File: src/rtl/gnot16_arbiter.sv
// Four-requester arbiter sharing a single 16-bit bitwise-NOT unit, with a registered result and valid/ready hold.
// Fixed lowest-index priority by default; define GNOT16_ARB_RR_EN for round-robin arbitration.

module gnot16 (
    input  logic [15:0] a_i,
    output logic [15:0] y_o
);
    assign y_o = ~a_i;
endmodule

// Handshake: a result is held in y/y_id while y_valid is high and is consumed on any
// rising edge where y_valid and y_ready are both high; a waiting request is issued on that same edge.
module gnot16_arbiter (
    input  logic        clk,
    input  logic        rst,
    input  logic [3:0]  req,
    input  logic [63:0] a_bus,
    output logic [3:0]  gnt,
    output logic [15:0] y,
    output logic [1:0]  y_id,
    output logic        y_valid,
    input  logic        y_ready
);
    typedef enum logic {IDLE = 1'b0, HOLD = 1'b1} state_t;

    state_t      state_q, state_d;
    logic        issue;
    logic [1:0]  win;
    logic [15:0] operand;
    logic [15:0] not_y;
    logic [3:0]  gnt_q, gnt_d;
    logic [15:0] y_q, y_d;
    logic [1:0]  y_id_q, y_id_d;
    logic        y_valid_q, y_valid_d;

`ifdef GNOT16_ARB_RR_EN
    logic [1:0] ptr_q, ptr_d;
    logic [1:0] idx;
    logic       found;

    // Search starts at the pointer and wraps, so the last winner drops to lowest priority.
    always_comb begin
        win   = ptr_q;
        found = 1'b0;
        idx   = ptr_q;
        for (int k = 0; k < 4; k++) begin
            idx = ptr_q + k[1:0];
            if (!found && req[idx]) begin
                win   = idx;
                found = 1'b1;
            end
        end
    end

    always_comb begin
        ptr_d = ptr_q;
        if (issue) begin
            ptr_d = win + 2'd1;
        end
    end

    always_ff @(posedge clk) begin
        if (rst) begin
            ptr_q <= 2'd0;
        end else begin
            ptr_q <= ptr_d;
        end
    end
`else
    always_comb begin
        win = 2'd0;
        if (req[0]) begin
            win = 2'd0;
        end else if (req[1]) begin
            win = 2'd1;
        end else if (req[2]) begin
            win = 2'd2;
        end else if (req[3]) begin
            win = 2'd3;
        end
    end
`endif

    assign operand = a_bus[16*win +: 16];

    gnot16 u_gnot16 (
        .a_i (operand),
        .y_o (not_y)
    );

    // State register
    always_ff @(posedge clk) begin
        if (rst) begin
            state_q <= IDLE;
        end else begin
            state_q <= state_d;
        end
    end

    // Next-state logic
    always_comb begin
        state_d = state_q;
        issue   = 1'b0;
        case (state_q)
            IDLE: begin
                if (|req) begin
                    issue   = 1'b1;
                    state_d = HOLD;
                end
            end
            HOLD: begin
                if (y_ready) begin
                    if (|req) begin
                        issue = 1'b1;
                    end else begin
                        state_d = IDLE;
                    end
                end
            end
            default: state_d = IDLE;
        endcase
    end

    // Output logic: result registers only load on an issue edge.
    always_comb begin
        gnt_d     = 4'b0000;
        y_d       = y_q;
        y_id_d    = y_id_q;
        y_valid_d = (state_d == HOLD);
        if (issue) begin
            gnt_d  = 4'b0001 << win;
            y_d    = not_y;
            y_id_d = win;
        end
    end

    always_ff @(posedge clk) begin
        if (rst) begin
            gnt_q     <= 4'b0000;
            y_q       <= 16'h0000;
            y_id_q    <= 2'd0;
            y_valid_q <= 1'b0;
        end else begin
            gnt_q     <= gnt_d;
            y_q       <= y_d;
            y_id_q    <= y_id_d;
            y_valid_q <= y_valid_d;
        end
    end

    assign gnt     = gnt_q;
    assign y       = y_q;
    assign y_id    = y_id_q;
    assign y_valid = y_valid_q;
endmodule

File: config.mk
export PLATFORM = sky130hd
export DESIGN_NAME = gnot16_arbiter
export DESIGN_NICKNAME = d
export VERILOG_FILES = /design/src/rtl/gnot16_arbiter.sv
export SDC_FILE = /design/constraint.sdc
export NUM_CORES = 1
export LEC_CHECK = 0
export CORE_MARGIN = 10
export CORE_UTILIZATION = 34
export CTS_CLUSTER_DIAMETER = 200
export CTS_CLUSTER_SIZE = 25
export DETAILED_ROUTE_END_ITERATION = 12
export GPL_ROUTABILITY_DRIVEN = 0
export PLACE_DENSITY = 0.85
export SETUP_SLACK_MARGIN = 0.02
export SLEW_MARGIN = 20
export SYNTH_ARGS = -nofsm -noshare
export SYNTH_HDL_FRONTEND = slang
export SYNTH_SLANG_ARGS = --single-unit
File: constraint.sdc
create_clock -name clk -period 1.6 [get_ports clk]
set_clock_uncertainty 0.1 [all_clocks]
set_input_delay 0.48 -clock clk [delete_from_list [all_inputs] [get_ports clk]]
set_output_delay 0.48 -clock clk [all_outputs]
set_load 0.02 [all_outputs]
==> run_results.csv, run 1 <==
group,metric,value,unit
grt,grt.overflow.total,0,
placed_design,dp_slack,-0.554,ns
placed_design,io_buffers,93,
clock_network,cts_htree_levels,1,
cells_and_area,syn_to_final_growth,79.7,%
critical_path,critPathTopFamily,"buffers and inverters",
critical_path,max_stage_delay,0.48,ns
cells_and_area,layout-drive-gt1-share,17.4,%
clock_network,clock-root-buffer,"clkbuf_8",
route,drc_errors,0,
critical_path,crit_path_end_kind,"flip-flop",
route,drtIter0Drc,109,
clock_network,cts_setup_buffers,0,
clock_network,path_clk_slew,0.09,ns
die,start_util,35.3,%
critical_path,critPathSlowestCell,"clkdlybuf4s50_1",
synthesis,ys_seq_area_share,29.5,%
clock_network,cts_buffers,3,
timing,finalHoldViolations,0,
timing,fin_hold_ws,0.377,ns
grt,grt_pass1_vias,2047,
clock_network,clock_path_buffers,2,
pwr,vdd_drop_max,0.341,mV
die,die_w,87.7,um
critical_path,r2r_cells,4,
grt,grt_max_degree,16,
route,firstDrtPassIters,4,
synthesis,syn-num-nets,266,
flow_run,drv_cap,0,
synthesis,yosysWarnings,0,
timing,slew_headroom,83.0,%
clock_network,clk_latency,0.28,ns
timing,setup_slack,0.0167,ns
critical_path,worst-path-max-fanout,8,
synthesis,synth_cell_types,26,
route,via_per_inst,5.60,
pwr,leakagePower,1.07,nW
critical_path,path_depth,4,
run_status,status,"finished, final reports clean",
critical_path,worstPathCellList,"clkdlybuf4s50_1 > nand2b_2 > nand3_4 > o32ai_1",
timing,setup_viol,0,
die,placementRows,24,
route,routed_wl,6600,um
cells_and_area,n_antenna_cell,0,
critical_path,crit_buf_inv,1,
route,final_antenna_net_count,0,
die,die_h,87.7,um
die,ios,94,
pwr,cellPowerDensity,595,nW/um2
cells_and_area,final_util,63.5,%
timing,tightest_slew,0.256,ns
placed_design,hpwlAfterDp,5010,um
synthesis,synth-seq-cells,23,
route,vias,1959,
timing,fin_crit_sh,99.0,%
critical_path,critPathKind,"in -> reg",
critical_path,worst_setup_path_start_kind,"input port",
timing,final.min_clock_period,1.58,ns
timing,rsz0062_at_grt,"true",
grt,antenna_found_initial,0,
clock_network,cts.sinks,23,
critical_path,arrival,1.67,ns
route,routedWlPerCell,18.8,um
die,coreArea,4410,um2
pwr,power,1.67,mW
synthesis,syn_area_per_cell,8.00,um2
clock_network,cts_tree,"done",
timing,slew_viol_final,0,
critical_path,required,1.68,ns
grt,track_usage,16.6,%
die,die_area,7700,um2
cells_and_area,final_nets,370,
synthesis,syn_inst,195,
worst_hold_path,hp-class,"reg -> reg",
grt,grt_pass1_wl,10200,um
worst_hold_path,min_path_cells,2,
timing,clock.fmax,632,MHz
synthesis,syn_area,1560,um2
## state kept, by name (all words and copies together), names as in the netlist
register and cells:
gnt 4, y_valid 1, y 16, y_id 2
## layout make-up
class | instances | area, um2
clock buffer | 3 | 41.3
clock inverter | 1 | 5.00
fill | 398 | 1610
inverter | 2 | 11.3
multi-input combinational | 151 | 1100
sequential | 23 | 460
tap | 52 | 65.1
timing repair buffer | 118 | 1120
## where the power goes
| group | total, mW | switching (mW) | internal (mW) |
|---|---|---|---|
| Sequential | 0.639 | 0.0236 | 0.616 |
| Combinational | 0.654 | 0.293 | 0.361 |
| Clock | 0.376 | 0.201 | 0.175 |
| Total | 1.67 | 0.518 | 1.15 |
## worst register-to-register path: stages (launching register included)
cell,delay (ns)
dfxtp_1,0.37
nor2b_1,0.21
buf_4,0.17
nor2_1,0.04
o221a_2,0.23
## per-layer routing
layer  part of all wire [%]  track usage (%)  wire length (um)  vias to the layer above
met5                      0                0                 0                        -
met4                    2.6             6.67               170                        0
met3                    8.6             5.29               568                       13
met2                     49             28.1              3240                       90
met1                     40             18.7              2620                      913
li1                       -                -                 -                      943
## synth_stat cells
library cell / n / area share (%)
clkbuf_1: 11 / 2.6
buf_2: 6 / 1.9
o221a_2: 1 / 0.72
a21boi_0: 1 / 0.48
or2_2: 1 / 0.40
nand4_1: 1 / 0.40
nand2b_1: 16 / 6.4
and3_1: 3 / 1.2
buf_6: 2 / 1.4
o21ai_0: 1 / 0.32
dfxtp_1: 23 / 30
a2bb2oi_1: 15 / 8.4
or4_4: 1 / 0.72
a21oi_1: 32 / 10
nand2_1: 17 / 4.1
buf_8: 1 / 0.96
nor3_1: 2 / 0.64
clkinv_1: 2 / 0.48
o21a_1: 1 / 0.48
o32ai_1: 16 / 9.0
o2111ai_1: 1 / 0.56
nor2_1: 5 / 1.2
nand3_4: 1 / 1.1
nand3b_1: 32 / 15
nor4_1: 1 / 0.40
nor2b_1: 2 / 0.80
## per-stage QoR
step / TNS [ns] / cells / instance area [um2]
6_report: 0 / 350 / 2800
4_1_cts: 0 / 350 / 2730
5_1_grt: -0.0308 / 350 / 2800
3_3_place_gp: -8.72 / 345 / 2670
2_1_floorplan: -0.136 / 195 / 1590
3_5_place_dp: -10.21 / 345 / 2670
## layout by cell type, fill, tap and decap left out, types with 3 or more instances in the layout
master,count
a21oi_1,31
a2bb2oi_1,15
and3_1,3
buf_4,21
clkbuf_2,3
clkbuf_8,3
clkdlybuf4s15_1,10
clkdlybuf4s50_1,66
dfxtp_1,23
dlygate4sd2_1,14
nand2_1,17
nand2b_1,15
nand3b_1,32
nor2_1,4
o32ai_1,6
o32ai_2,10
## timing repair
action,in CTS,in global routing
pin swaps,1,7
resized for setup,34,28
hold buffers,0,0
cloned,1,0
endpoints found under the setup margin,42,25
## logic make-up after synthesis
kind of cell	synth area share, %
compound gates	30.2
flops	29.5
buf+inv	7.46
simple gates	32.8
## final timing paths
path / startpoint / to / slack (ns)
worst max register to register: y_valid / y_id[1] / 0.38
worst min-delay path: y_id[0] / y_id[0] / 0.38
worst max-delay path: y_ready / y[9] / 0.02
worst min register to register: y_id[0] / y_id[0] / 0.38
(Power assumes the default switching activity.)
==> inputs of run 2 (changes only) <==
Settings changed: GPL_TIMING_DRIVEN from default to 0, SKIP_LAST_GASP from default to 1.
==> run 2 against run 1 <==
Die area unchanged; hold slack about the same; critical path type is now reg -> out; cell count decreased by 0.57%; global-route usage unchanged; via count increased by 2.4%; register-to-register slack got worse by 0.15 ns; utilization increased by 0.45 points; the flow now finishes with violations (negative setup slack).
==> run_results.csv, run 2 (same netlist as run 1, synthesis figures left out) <==
group,metric,value,unit
timing,setup_slack,-0.00124,ns
critical_path,worstPathCellList,"dlygate4sd2_1",
critical_path,endpoint,"y_valid",
critical_path,r2r_cells,4,
cells_and_area,final_nets,368,
critical_path,crit_buf_inv,1,
route,routed_wl,6950,um
critical_path,worst-path-max-fanout,3,
run_status,violations,"negative setup slack",
die,placementRows,24,
route,routedWlPerCell,20.0,um
grt,grt_pass1_wl,10500,um
clock_network,cts.sinks,23,
cells_and_area,syn_to_final_growth,81.0,%
grt,grt_pass1_vias,2084,
critical_path,r2r_start,"y_valid",
pwr,p_sw_share,31.4,%
critical_path,path_depth,1,
flow_run,drv_cap,0,
cells_and_area,largest_reg_flops,16,
cells_and_area,layout-drive-gt1-share,19.3,%
run_status,status,"finished, violations left",
critical_path,critPathKind,"reg -> out",
route,drtIter0Drc,183,
grt,grt_max_degree,13,
clock_network,clock-root-buffer,"clkbuf_8",
timing,final.min_clock_period,1.60,ns
critical_path,max_stage_delay,0.40,ns
timing,slew_viol_final,0,
timing,finalHoldViolations,0,
pwr,cellPowerDensity,593,nW/um2
grt,track_usage,16.6,%
route,vias,2006,
critical_path,worst_setup_path_start_kind,"flip-flop",
placed_design,io_buffers,91,
cells_and_area,final_util,64.0,%
pwr,seqPwrFrac,38.1,%
placed_design,place_inst,338,
die,ios,94,
grt,antenna_found_initial,0,
pwr,pwr-share-clk,22.1,%
pwr,vdd_drop_max,0.381,mV
pwr,power,1.68,mW
timing,fin_crit_sh,100,%
pwr,p_int,1.15,mW
route,final_antenna_net_count,0,
clock_network,clk_latency,0.26,ns
cells_and_area,final_common_cell,"clkdlybuf4s50_1",
pwr,switchingPower,526,uW
route,firstDrtPassIters,4,
pwr,combPwrFrac,39.8,%
critical_path,required,1.02,ns
timing,setup_viol,1,
cells_and_area,n_antenna_cell,0,
die,coreArea,4410,um2
critical_path,critPathSlowestCell,"dfxtp_1",
cells_and_area,stdcell_count,348,
critical_path,reg2reg_slack,0.23,ns
route,drc_errors,0,
die,die_area,7700,um2
clock_network,clock_path_buffers,2,
die,die_h,87.7,um
worst_hold_path,hp-class,"reg -> reg",
cells_and_area,most-common-layout-cells,"clkdlybuf4s50_1 (64), nand3b_1 (32), dfxtp_1 (23)",
critical_path,arrival,1.02,ns
timing,rsz0062_at_grt,"true",
critical_path,crit_path_end_kind,"output port",
clock_network,cts_tree,"done",
timing,slew_headroom,62.9,%
timing,tightest_slew,0.556,ns
critical_path,setup.worst_path.start,"y_valid",
critical_path,rr_endpoint,"y[0]",
clock_network,cts_htree_levels,1,
clock_network,ctsHoldBuffers,0,
placed_design,hpwlAfterDp,5040,um
critical_path,critPathTopFamily,"flip-flops",
pwr,leakagePower,1.09,nW
route,via_per_inst,5.76,
timing,clock.fmax,625,MHz
die,start_util,35.3,%
die,die_w,87.7,um
clock_network,path_clk_slew,0.09,ns
clock_network,cts_buffers,3,
grt,grt.overflow.total,0,
-- run 2: through the flow --
| step | worst slack, ns | setup TNS (ns) | instance area [um2] | hold slack [ns] |
|---|---|---|---|---|
| floorplan | -0.0180 | -0.136 | 1590 | 0.443 |
| global placement | -0.700 | -12.88 | 2560 | 0.358 |
| detailed placement | -0.740 | -13.47 | 2560 | 0.363 |
| CTS | -0.107 | -0.970 | 2620 | 0.378 |
| global route | -0.0361 | -0.0361 | 2820 | 0.386 |
| finish | -0.00124 | -0.00124 | 2820 | 0.377 |
-- run 2: area by class of cell --
| class | instances | area, um2 |
|---|---|---|
| buffer | 20 | 150 |
| clock buffer | 4 | 45.0 |
| fill | 379 | 1590 |
| inverter | 2 | 16.3 |
| multi-input combinational | 150 | 1150 |
| sequential | 23 | 460 |
| tap | 52 | 65.1 |
| timing repair buffer | 97 | 936 |
-- run 2: layer usage --
metal / vias up / part of all wire [%] / global-route usage, % / routed length, um
li1: 935 / - / - / -
met1: 954 / 42 / 20.4 / 2920
met2: 106 / 48 / 27.9 / 3330
met3: 11 / 8.8 / 5.01 / 611
met4: 0 / 1.3 / 2.90 / 91
met5: - / 0 / 0 / 0
-- run 2: power by group through the flow --
stage,Clock [mW],Combinational [mW],Sequential (mW)
2_1_floorplan,0,0.234,0.702
3_3_place_gp,0,0.610,0.648
3_5_place_dp,0,0.616,0.651
4_1_cts,0.374,0.598,0.636
5_1_grt,0.397,0.713,0.642
6_report,0.371,0.667,0.638
-- run 2: how the worst min path moves through the flow --
| stage | start | end | slack [ns] | depth (start not counted) |
|---|---|---|---|---|
| after detailed placement | y[9] | y[9] | 0.36 | 2 |
| after global placement | y[14] | y[14] | 0.36 | 2 |
| after CTS | y[14] | y[14] | 0.38 | 2 |
| after global routing | y[14] | y[14] | 0.39 | 2 |
| after floorplan | y_id[0] | y_id[0] | 0.44 | 2 |
| final | y[14] | y[14] | 0.38 | 2 |
-- run 2: worst reg2reg max path, delay by kind of cell (launching register included) --
family	cells	cell delay, ns
buf+inv	1	0.18
compound gates	1	0.14
flops	1	0.40
simple gates	2	0.47
-- run 2: repair_timing --
action | in CTS | in global routing
endpoints found under the hold margin | 0 | 0
cloned | 0 | 2
resized for setup | 40 | 40
setup buffers | 2 | 2
setup endpoints to repair | 44 | 23
pin swaps | 0 | 2
